**src/rtl/alu_arbiter.sv**
```systemverilog
// Two-port sequencer for the shared EX-stage ALU: accepts one request at a time,
// drives the external ALU for one cycle, and returns the captured result to the granted port.
module alu_arbiter #(
    parameter int RR_EN = 1
) (
    input  logic        clk,
    input  logic        reset,

    input  logic        req_valid0,
    output logic        req_ready0,
    input  logic [31:0] req_a0,
    input  logic [31:0] req_b0,
    input  logic [2:0]  req_op0,
    input  logic [4:0]  req_shift0,

    input  logic        req_valid1,
    output logic        req_ready1,
    input  logic [31:0] req_a1,
    input  logic [31:0] req_b1,
    input  logic [2:0]  req_op1,
    input  logic [4:0]  req_shift1,

    output logic        resp_valid0,
    input  logic        resp_ready0,
    output logic        resp_valid1,
    input  logic        resp_ready1,
    output logic [31:0] resp_data,
    output logic        resp_zero,

    output logic [31:0] alu_a,
    output logic [31:0] alu_b,
    output logic [2:0]  alu_op,
    output logic [4:0]  alu_shift,
    input  logic [31:0] alu_out,
    input  logic        alu_zero,

    output logic        busy,
    output logic [15:0] op_count
);

    typedef enum logic [1:0] {
        IDLE  = 2'd0,
        ISSUE = 2'd1,
        RESP  = 2'd2
    } state_t;

    state_t      state_q, state_d;
    logic        gnt_q, gnt_d;
    logic        last_q, last_d;
    logic [31:0] a_q, a_d;
    logic [31:0] b_q, b_d;
    logic [2:0]  op_q, op_d;
    logic [4:0]  shift_q, shift_d;
    logic [31:0] resp_data_q, resp_data_d;
    logic        resp_zero_q, resp_zero_d;
    logic [15:0] op_count_q, op_count_d;

    logic        win;
    logic        resp_ready_gnt;

    // A lone requester always wins; on a tie, round-robin favours the port not served last.
    always_comb begin
        win = req_valid1;
        if (req_valid0 && req_valid1) begin
            win = (RR_EN != 0) ? ~last_q : 1'b0;
        end
    end

    assign resp_ready_gnt = gnt_q ? resp_ready1 : resp_ready0;

    always_comb begin
        state_d     = state_q;
        gnt_d       = gnt_q;
        last_d      = last_q;
        a_d         = a_q;
        b_d         = b_q;
        op_d        = op_q;
        shift_d     = shift_q;
        resp_data_d = resp_data_q;
        resp_zero_d = resp_zero_q;
        op_count_d  = op_count_q;

        unique case (state_q)
            IDLE: begin
                if (req_valid0 || req_valid1) begin
                    gnt_d   = win;
                    last_d  = win;
                    a_d     = win ? req_a1     : req_a0;
                    b_d     = win ? req_b1     : req_b0;
                    op_d    = win ? req_op1    : req_op0;
                    shift_d = win ? req_shift1 : req_shift0;
                    state_d = ISSUE;
                end
            end
            ISSUE: begin
                resp_data_d = alu_out;
                resp_zero_d = alu_zero;
                state_d     = RESP;
            end
            RESP: begin
                if (resp_ready_gnt) begin
                    op_count_d = op_count_q + 16'd1;
                    state_d    = IDLE;
                end
            end
            default: begin
                state_d = IDLE;
            end
        endcase
    end

    always_ff @(posedge clk) begin
        if (!reset) begin
            state_q     <= IDLE;
            gnt_q       <= 1'b0;
            last_q      <= 1'b1;
            a_q         <= '0;
            b_q         <= '0;
            op_q        <= '0;
            shift_q     <= '0;
            resp_data_q <= '0;
            resp_zero_q <= 1'b0;
            op_count_q  <= '0;
        end else begin
            state_q     <= state_d;
            gnt_q       <= gnt_d;
            last_q      <= last_d;
            a_q         <= a_d;
            b_q         <= b_d;
            op_q        <= op_d;
            shift_q     <= shift_d;
            resp_data_q <= resp_data_d;
            resp_zero_q <= resp_zero_d;
            op_count_q  <= op_count_d;
        end
    end

    // Handshake and status outputs depend on registered state only.
    assign req_ready0  = (state_q == IDLE);
    assign req_ready1  = (state_q == IDLE);
    assign resp_valid0 = (state_q == RESP) && !gnt_q;
    assign resp_valid1 = (state_q == RESP) &&  gnt_q;
    assign busy        = (state_q != IDLE);
    assign resp_data   = resp_data_q;
    assign resp_zero   = resp_zero_q;
    assign op_count    = op_count_q;

    assign alu_a     = (state_q == ISSUE) ? a_q     : '0;
    assign alu_b     = (state_q == ISSUE) ? b_q     : '0;
    assign alu_op    = (state_q == ISSUE) ? op_q    : '0;
    assign alu_shift = (state_q == ISSUE) ? shift_q : '0;

endmodule

```
**config.mk**
```make
export PLATFORM = sky130hd
export DESIGN_NAME = alu_arbiter
export DESIGN_NICKNAME = d
export VERILOG_FILES = /design/src/rtl/alu_arbiter.sv
export SDC_FILE = /design/constraint.sdc
export NUM_CORES = 1
export LEC_CHECK = 0
export CORE_ASPECT_RATIO = 0.75
export CORE_MARGIN = 8
export CORE_UTILIZATION = 39
export CTS_BUF_LIST = sky130_fd_sc_hd__clkbuf_4 sky130_fd_sc_hd__clkbuf_8 sky130_fd_sc_hd__clkbuf_16
export CTS_CLUSTER_SIZE = 40
export DETAILED_ROUTE_END_ITERATION = 8
export PLACE_DENSITY = 0.81
export SLEW_MARGIN = 10
export SYNTH_ARGS = -nofsm -noshare
export SYNTH_HDL_FRONTEND = slang
export SYNTH_SLANG_ARGS = --single-unit
```
**constraint.sdc**
```tcl
create_clock -name clk -period 2.1 [get_ports clk]
set_clock_uncertainty 0.2 [all_clocks]
set_input_delay 0.42 -clock clk [delete_from_list [all_inputs] [get_ports clk]]
set_output_delay 0.42 -clock clk [all_outputs]
set_load 0.03 [all_outputs]
```
==> results.cfg <==
[synth]
ys_ff_latch = 125
yosys.area.top_type = dfxtp_1
avgSynthCellArea_um2 = 8.66
yosysSeqAreaShare_pct = 44.3
ys_types = 33
yosys_warnings = 0
syn-num-nets = 836
netlist.area_leader.share_pct = 44.3
syn_inst = 652
syn-cell-area_um2 = 5650
synth_area_leaders = dfxtp_1 (44%), mux2i_1 (13%), a211oi_1 (9.6%), and2_1 (8.1%), nor2_1 (5.8%)

[floorplan]
fp.dieH_um = 120
start_util_pct = 39.5
core_um2 = 14300
io_pins = 309
chipWidth_um = 155
num_rows = 38
die_area_um2 = 18600

[routing]
vias = 5754
avgRoutedWirePerCell_um = 16.9
drcViolationCount = 0
dr.pass1.iters = 5
drt-initial-drc-count = 249
route.final.wire_length_mm = 20.1
vias_per_cell = 4.83
ant_nets = 0

[pwr]
p_leak_nw = 4.21
p_switching_w = 0.00217
p_seq_share_pct = 36.2
power_frac_clock_pct = 37.4
switching_share_pct = 29.0
power.internal_w = 0.00532
vdd_drop_max_uv = 496
power_density_nw_per_um2 = 731
combPwrFrac_pct = 26.3

[cells_and_area]
instances_no_fill = 1192
seq_area_um2 = 2510
final_core_util_pct = 71.6
final_cell_area_um2 = 10200
synthToLayoutAreaGrowth_pct = 81.3
antenna_cells = 0
fin_nets = 1163
multi_input_area_um2 = 3040
drive_above_1_share_pct = 22.3
n_fill_cell = 1089

[placed_design]
place_area_um2 = 9030
dp.cells = 1146
dp_slack_ns = -0.205
post-dp-hpwl_mm = 14.5
globalplace.congestion = 0.809
port_buffers = 308

[grt]
grt_overflow = 0
grt_usage_pct = 20.1
grt_pass1_vias = 5612
grt_pass1_wl_mm = 29.8
antenna_found_initial = 0
grt_max_degree = 64

[clock_network]
cts-root-buf = clkbuf_16
cts_htree_levels = 4
cts_sinks = 125
cts_tree = done
cts_buffers = 17
clkTransAtPathRegs_ns = 0.06
clockBufferDepth = 2
hold_buffers = 0
clk_latency_ns = 0.40

[timing]
max_freq_mhz = 458
min_period_ns = 2.19
slew_viol_final = 0
hold_violations = 0
finalWorstSetupSlack_ns = -0.0853
hold_slack_ns = 0.252
setup_viol = 72
slew_headroom_pct = 76.6
layout_worst_path_cycle_share_pct = 104
tightest_slew_ns = 0.345
rsz0062_at_grt = true

[setup_path]
crit_required_ns = 1.48
critPathKind = flip-flop to primary output
critPathCaptureType = primary output
critPathLaunchType = flip-flop
arrival_ns = 1.57
worst-path-max-fanout = 8

[job]
drv_cap = 0

[min_path]
min_path_type = flip-flop to flip-flop

[outcome]
status = finished, violations left
violations = setup timing
## cells by family (layout without fill, tap and decap cells)
group / after synthesis / count (layout) / synth area share (%)
compound gates: 124 / 124 / 14.4
xor+xnor: 9 / 9 / 1.40
fa+ha+maj: 1 / 1 / 0.221
buf+inv: 58 / 398 / 4.47
flops: 125 / 125 / 44.3
mux: 74 / 74 / 13.1
simple gates: 261 / 261 / 22.1
## per-stage QoR
step	TNS, ns	total power [W]
floorplan	0	0.00365
global placement	-1.55	0.00447
detailed placement	-2.88	0.00450
CTS	-4.33	0.00745
global route	-6.98	0.00782
finish	-2.97	0.00749
## routing by layer
| layer | global-route usage, % | wire length [µm] |
|---|---|---|
| met1 | 22.6 | 8030 |
| met4 | 5.07 | 159 |
| met5 | 0 | 0 |
| met2 | 35.2 | 10100 |
| met3 | 8.13 | 1760 |
## cell usage after synthesis, drive strengths merged
cell type / n
nor2: 88
mux2i: 74
buf: 29
a21boi: 1
ha: 1
a22oi: 1
nor4: 2
nand4b: 2
xnor2: 8
nand2b: 3
xor2: 1
nand2: 71
clkbuf: 26
nor2b: 2
nand3: 4
nor3b: 2
and3: 1
a21oi: 41
inv: 2
and2: 73
or4: 1
o21ai: 6
nand4: 3
nor4b: 2
a31o: 2
clkinv: 1
nor3: 1
dfxtp: 125
or3: 6
o21a: 1
a211oi: 72
## sequential cells by signal, summed over array words and instances, names as in the netlist
| register | count |
|---|---|
| a_q | 32 |
| b_q | 32 |
| resp_data | 32 |
| op_count | 16 |
| shift_q | 5 |
| op_q | 3 |
| state_q | 2 |
| gnt_q | 1 |
| last_q | 1 |
| resp_zero | 1 |
## path summary, 6_finish.rpt
kind                              start                          to  slack [ns]  cells past startpoint
max             state_q[1]$_SDFFE_PN0P_                   alu_a[14]       -0.09                      6
min          resp_data[25]$_SDFFE_PN0N_  resp_data[25]$_SDFFE_PN0N_        0.25                      2
max reg2reg     state_q[0]$_SDFFE_PN0P_        a_q[24]$_SDFFE_PN0P_        0.14                      7
min reg2reg  resp_data[25]$_SDFFE_PN0N_  resp_data[25]$_SDFFE_PN0N_        0.25                      2
## layout by cell type, fill, tap and decap left out, types with 2 or more instances in the layout
| cell | n |
|---|---|
| clkdlybuf4s50_1 | 214 |
| dfxtp_1 | 123 |
| nor2_1 | 88 |
| mux2i_1 | 74 |
| buf_6 | 73 |
| a211oi_1 | 71 |
| nand2_1 | 71 |
| and2_4 | 47 |
| a21oi_1 | 41 |
| buf_4 | 38 |
| and2_1 | 26 |
| clkbuf_16 | 19 |
| dlygate4sd2_1 | 14 |
| buf_12 | 13 |
| xnor2_1 | 8 |
| or3_1 | 6 |
| o21ai_0 | 6 |
| inv_6 | 6 |
| nand3_1 | 4 |
| clkinvlp_4 | 4 |
| nand2b_1 | 3 |
| clkinv_2 | 3 |
| nand4_1 | 3 |
| buf_16 | 3 |
| dlymetal6s2s_1 | 3 |
| inv_1 | 2 |
| nand4b_1 | 2 |
| nor4b_1 | 2 |
| nor4_1 | 2 |
| nor3b_1 | 2 |
| a31o_2 | 2 |
| dfxtp_4 | 2 |
## power groups by stage
| stage | registers [W] | logic (W) | clock network, W |
|---|---|---|---|
| 5_1_grt | 0.00274 | 0.00211 | 0.00298 |
| 4_1_cts | 0.00270 | 0.00189 | 0.00286 |
| 3_5_place_dp | 0.00275 | 0.00175 | 0 |
| 6_report | 0.00271 | 0.00197 | 0.00281 |
| 2_1_floorplan | 0.00281 | 0.000841 | 0 |
| 3_3_place_gp | 0.00274 | 0.00173 | 0 |
## area by class of cell
class                   count  share of cell area (%)
multi-input cells         469                    29.7
flip-flops and latches    125                    24.5
well taps                 200                    2.44
inverters                   3                   0.122
clock inverters            14                    1.28
repair buffers            363                    37.6
clock buffers              18                    4.29
## worst max-delay path: stages (launching register included)
cell	delay, ns
dfxtp_4	0.37
nor2b_4	0.13
buf_12	0.14
buf_12	0.11
clkbuf_16	0.14
and2_4	0.14
buf_6	0.12
## timing repair
item / CTS / global route
setup buffers: 5 / 3
resized for setup: 81 / 69
gates cloned: 4 / 2
pin swaps: 10 / 37
endpoints found under the setup margin: 87 / 78
Power figures use the tool's default switching activity.
